[src/rtl/unary_frame_gen.sv]
// Thermometer frame generator: latches a count N, publishes an N-ones frame in
// parallel and streams it bit by bit over a valid/ready link.
module unary_frame_gen #(
  parameter int unsigned FRAME_LEN = 255,
  parameter int unsigned CNT_W     = 8
) (
  input  logic                 clk,
  input  logic                 rst,
  input  logic                 cnt_valid,
  output logic                 cnt_ready,
  input  logic [CNT_W-1:0]     cnt,
  output logic [FRAME_LEN-1:0] thermo,
  output logic                 bit_valid,
  input  logic                 bit_ready,
  output logic                 bit_out,
  output logic                 bit_last,
  output logic [CNT_W-1:0]     ones_sent,
  output logic                 done
);

  typedef enum logic {IDLE, SEND} state_t;

  state_t               state_q, state_d;
  logic [CNT_W-1:0]     n_q, n_d;
  logic [CNT_W-1:0]     ones_q, ones_d;
  logic [7:0]           idx_q, idx_d;
  logic [FRAME_LEN-1:0] thermo_q, thermo_d;
  logic                 done_q, done_d;

  logic in_send, cur_bit, at_last, accept, fire;

  assign in_send = (state_q == SEND);
  assign cur_bit = (32'(idx_q) < 32'(n_q));
  assign at_last = (idx_q == 8'(FRAME_LEN - 1));

  // Serial outputs come only from registered state, never from bit_ready.
  assign cnt_ready = !in_send && !rst;
  assign bit_valid = in_send;
  assign bit_out   = in_send && cur_bit;
  assign bit_last  = in_send && at_last;
  assign thermo    = thermo_q;
  assign ones_sent = ones_q;
  assign done      = done_q;

  assign accept = cnt_valid && cnt_ready;
  assign fire   = in_send && bit_ready;

  always_comb begin
    state_d  = state_q;
    n_d      = n_q;
    ones_d   = ones_q;
    idx_d    = idx_q;
    thermo_d = thermo_q;
    done_d   = 1'b0;
    unique case (state_q)
      IDLE: begin
        if (accept) begin
          n_d = (32'(cnt) > FRAME_LEN) ? CNT_W'(FRAME_LEN) : cnt;
          for (int unsigned i = 0; i < FRAME_LEN; i++) begin
            thermo_d[i] = (i < 32'(n_d));
          end
          idx_d   = '0;
          ones_d  = '0;
          state_d = SEND;
        end
      end
      SEND: begin
        if (fire) begin
          if (cur_bit) begin
            ones_d = ones_q + CNT_W'(1);
          end
          if (at_last) begin
            state_d = IDLE;
            done_d  = 1'b1;
          end else begin
            idx_d = idx_q + 8'd1;
          end
        end
      end
      default: state_d = IDLE;
    endcase
  end

  always_ff @(posedge clk) begin
    if (rst) begin
      state_q  <= IDLE;
      n_q      <= '0;
      ones_q   <= '0;
      idx_q    <= '0;
      thermo_q <= '0;
      done_q   <= 1'b0;
    end else begin
      state_q  <= state_d;
      n_q      <= n_d;
      ones_q   <= ones_d;
      idx_q    <= idx_d;
      thermo_q <= thermo_d;
      done_q   <= done_d;
    end
  end

endmodule

[config.mk]
export PLATFORM = sky130hd
export DESIGN_NAME = unary_frame_gen
export DESIGN_NICKNAME = d
export VERILOG_FILES = /design/src/rtl/unary_frame_gen.sv
export SDC_FILE = /design/constraint.sdc
export NUM_CORES = 1
export LEC_CHECK = 0
export BUFFER_PORTS_ARGS = -buffer_cell sky130_fd_sc_hd__clkbuf_2
export CAP_MARGIN = 15
export CORE_MARGIN = 1.5
export CORE_UTILIZATION = 45
export DETAILED_ROUTE_END_ITERATION = 8
export MAX_ROUTING_LAYER = met4
export PLACE_DENSITY = 0.69
export SETUP_SLACK_MARGIN = 0.5
export SYNTH_ARGS = -nofsm -noshare
export SYNTH_HDL_FRONTEND = slang
export SYNTH_SLANG_ARGS = --single-unit
export TNS_END_PERCENT = 1
[constraint.sdc]
create_clock -name clk -period 3.8 [get_ports clk]
set_input_delay 0.76 -clock clk [delete_from_list [all_inputs] [get_ports clk]]
set_output_delay 0.76 -clock clk [all_outputs]
set_load 0.02 [all_outputs]
==> impl_metrics.tcl <==
set metrics [dict create \
    skew_ps 10.81 \
    vias_per_cell 5.649 \
    ant_nets 0 \
    period_needed_ps 2928 \
    post_cts_buffers 0 \
    yosysUniqueCellTypes 54 \
    dr.pass1.iters 5 \
    postSynthNetCount 1157 \
    worst_setup_path_end_kind "primary output" \
    grt_busiest_layer "met2" \
    layout_common_cells "280 x dfxtp_1, 279 x clkbuf_2, 223 x nand2_1, 129 x a22o_1, 81 x nor2_1" \
    hold_buffers 0 \
    placed_area_mm2 0.01199 \
    p_leak_nw 5.961 \
    yosysWarnings 0 \
    io_buffers 279 \
    grt_pass1_vias 8836 \
    utilization_pct 57.01 \
    p_per_area_mw_per_mm2 539.5 \
    cap_violations 0 \
    peakVddDrop_mv 0.3515 \
    clock_sinks 280 \
    synthesis.area_mm2 0.01044 \
    cts_max_level 1 \
    path_clk_slew_ps 60 \
    seqPwrFrac_pct 46.3 \
    drive_gt1_share_pct 28.30 \
    cp-start-kind "flip-flop" \
    coreArea_mm2 0.02271 \
    status "finished, final reports clean" \
    area_growth_pct 23.96 \
    fmax_mhz 341.5 \
    antenna_cells 0 \
    gr-usage-met3_pct 5.153 \
    syn_inst 1135 \
    dp.cells 1625 \
    finalHoldViolCount 0 \
    grt_use_met2_pct 43.09 \
    cts_root_buf "clkbuf_16" \
    ys_ff_latch 280 \
    grt_first_pass_wirelength_um 51470 \
    finalInstanceArea_mm2 0.01295 \
    start_util_pct 45.99 \
    worstHoldStart "thermo[143]" \
    clkPwrFrac_pct 40.3 \
    antenna_found_initial 0 \
    dieArea_mm2 0.02413 \
    grt_max_degree 121 \
    rr_startpoint "bit_valid" \
    io_pins 280 \
    setup_tns_ps 0 \
    cp.arrival_ps 2170 \
    holdPathEnd "thermo[143]" \
    fp.dieW_um 155.3 \
    worst_path_largest_cell_delay_ps 450 \
    crit_type "reg -> out" \
    avgSynthCellArea_um2 9.202 \
    path_cells "ha_1, a211oi_2, o21ai_1, a21o_1, nor2_1, clkbuf_2" \
    rsz0062_at_grt "false" \
    setup_viol 0 \
    tritoncts "done" \
    vias 9473 \
    power_mw 6.984 \
    intPower_mw 5.039 \
    hp-class "reg -> reg" \
    gp_congestion 0.8445 \
    synth_edf_count 0 \
    hold_slack_ps 442.2 \
    final_nets 1393 \
    post-route-worst-setup-slack_ps 871.7 \
    rr_endpoint "thermo[76]" \
    whs_path_depth 2 \
    sw_frac_of_total_pct 27.86 \
    clk_latency_ps 550 \
    ys_seq_area_share_pct 53.67 \
    synth_ff_type "dfxtp_1" \
    drtIter0Drc 676 \
    slew_violations 0 \
    crit_fanout 7 \
    p_sw_mw 1.946 \
    dp.final_hpwl_um 22480 \
    avgRoutedWirePerCell_um 20.39 \
    grt_usage_pct 28.10 \
    slew_headroom_pct 23.18 \
    pre_cts_slack_ps 963.6 \
    drc_errors 0 \
    required_ps 3040 \
    cts_buffers 29 \
    cts.repair.resized 0 \
    die_h_um 155.3 \
    finalWirelength_um 34190 \
    overflow 0 \
    synthArstFlopShare_pct 0 \
    rows 55 \
    final_common_cell "dfxtp_1" \
    final_cells 1677 \
    tightest_slew_ps 1152 \
    reg2reg_setup_slack_ps 1550 \
    finalCritPeriodShare_pct 77.06 \
    cts_buffer_depth 3 \
    rr_worst_depth 6 \
    grt_use_met1_pct 37.31 \
    p_comb_share_pct 13.4 \
    cpMaxStageDelayCell "dfxtp_1" \
]
==> worst max path at each step <==
stage	from	endpoint	slack (ps)	depth (start not counted)
global route	idx_q[2]	bit_out	740	6
detailed placement	cnt[2]	thermo[14]	960	4
floorplan	idx_q[2]	bit_out	1560	5
global placement	cnt[2]	thermo[204]	990	5
CTS	idx_q[2]	bit_out	850	6
finish	idx_q[2]	bit_out	870	6
==> layout make-up <==
type,instances,area (um2)
Inverter,11,41.29
Multi-Input combinational cell,739,4345
Clock buffer,40,847.1
Fill cell,2077,9763
Sequential cell,280,5605
Clock inverter,12,108.9
Timing Repair Buffer,310,1642
Tap cell,285,356.6
==> flip-flops by register name, indices dropped and copies added, names as in the netlist <==
register,cells
idx_q,8
done,1
n_q,7
thermo,255
bit_valid,1
ones_sent,8
==> critical path, delay by kind of cell (launching register included) <==
| kind | cells | cell delay [ps] |
|---|---|---|
| adders and majority gates | 1 | 310 |
| buffers and inverters | 1 | 180 |
| and+or+nand+nor | 1 | 100 |
| DFF | 1 | 450 |
| AOI/OAI and AO/OA | 3 | 590 |
==> Yosys cell counts (7+ instances only) <==
| cell type | number | area share (%) |
|---|---|---|
| a211oi_1 | 18 | 1.3 |
| a21o_1 | 37 | 2.7 |
| a21oi_1 | 70 | 3.4 |
| a22o_1 | 129 | 11 |
| a22oi_1 | 13 | 0.93 |
| buf_2 | 43 | 2.1 |
| buf_4 | 8 | 0.58 |
| clkbuf_1 | 48 | 1.7 |
| dfxtp_1 | 280 | 54 |
| ha_1 | 10 | 1.2 |
| inv_1 | 11 | 0.40 |
| nand2_1 | 223 | 8.0 |
| nand2b_1 | 7 | 0.42 |
| nand3_1 | 8 | 0.38 |
| nand4_1 | 7 | 0.42 |
| nor2_1 | 83 | 3.0 |
| nor3_1 | 12 | 0.58 |
| o21ai_0 | 47 | 2.3 |
==> per-layer routing <==
layer | routed length, um | share of wire [%] | vias up
met4 | 1109 | 3.2 | 0
met5 | 0 | 0 | -
met2 | 15590 | 46 | 381
met1 | 15000 | 44 | 4578
li1 | - | - | 4437
met3 | 2489 | 7.3 | 77
==> power groups by stage <==
stage	Clock (mW)	Combinational, mW	Sequential, mW
finish	2.82	0.934	3.23
global route	2.97	0.996	3.25
CTS	2.85	0.931	3.23
detailed placement	0	0.928	3.29
global placement	0	0.919	3.29
floorplan	0	0.383	3.49
==> kinds of logic (layout without fill, tap and decap cells) <==
family	count (synthesis)	after routing	share of synthesized area, %
and+or+nand+nor	375	375	15.25
AOI/OAI and AO/OA	341	341	23.53
DFF	280	280	53.67
buffers and inverters	116	373	5.116
adders and majority gates	10	10	1.198
muxes	7	7	0.7308
xor gates and xnor gates	6	6	0.5032
Note: power is estimated with default switching activity, not from simulation.
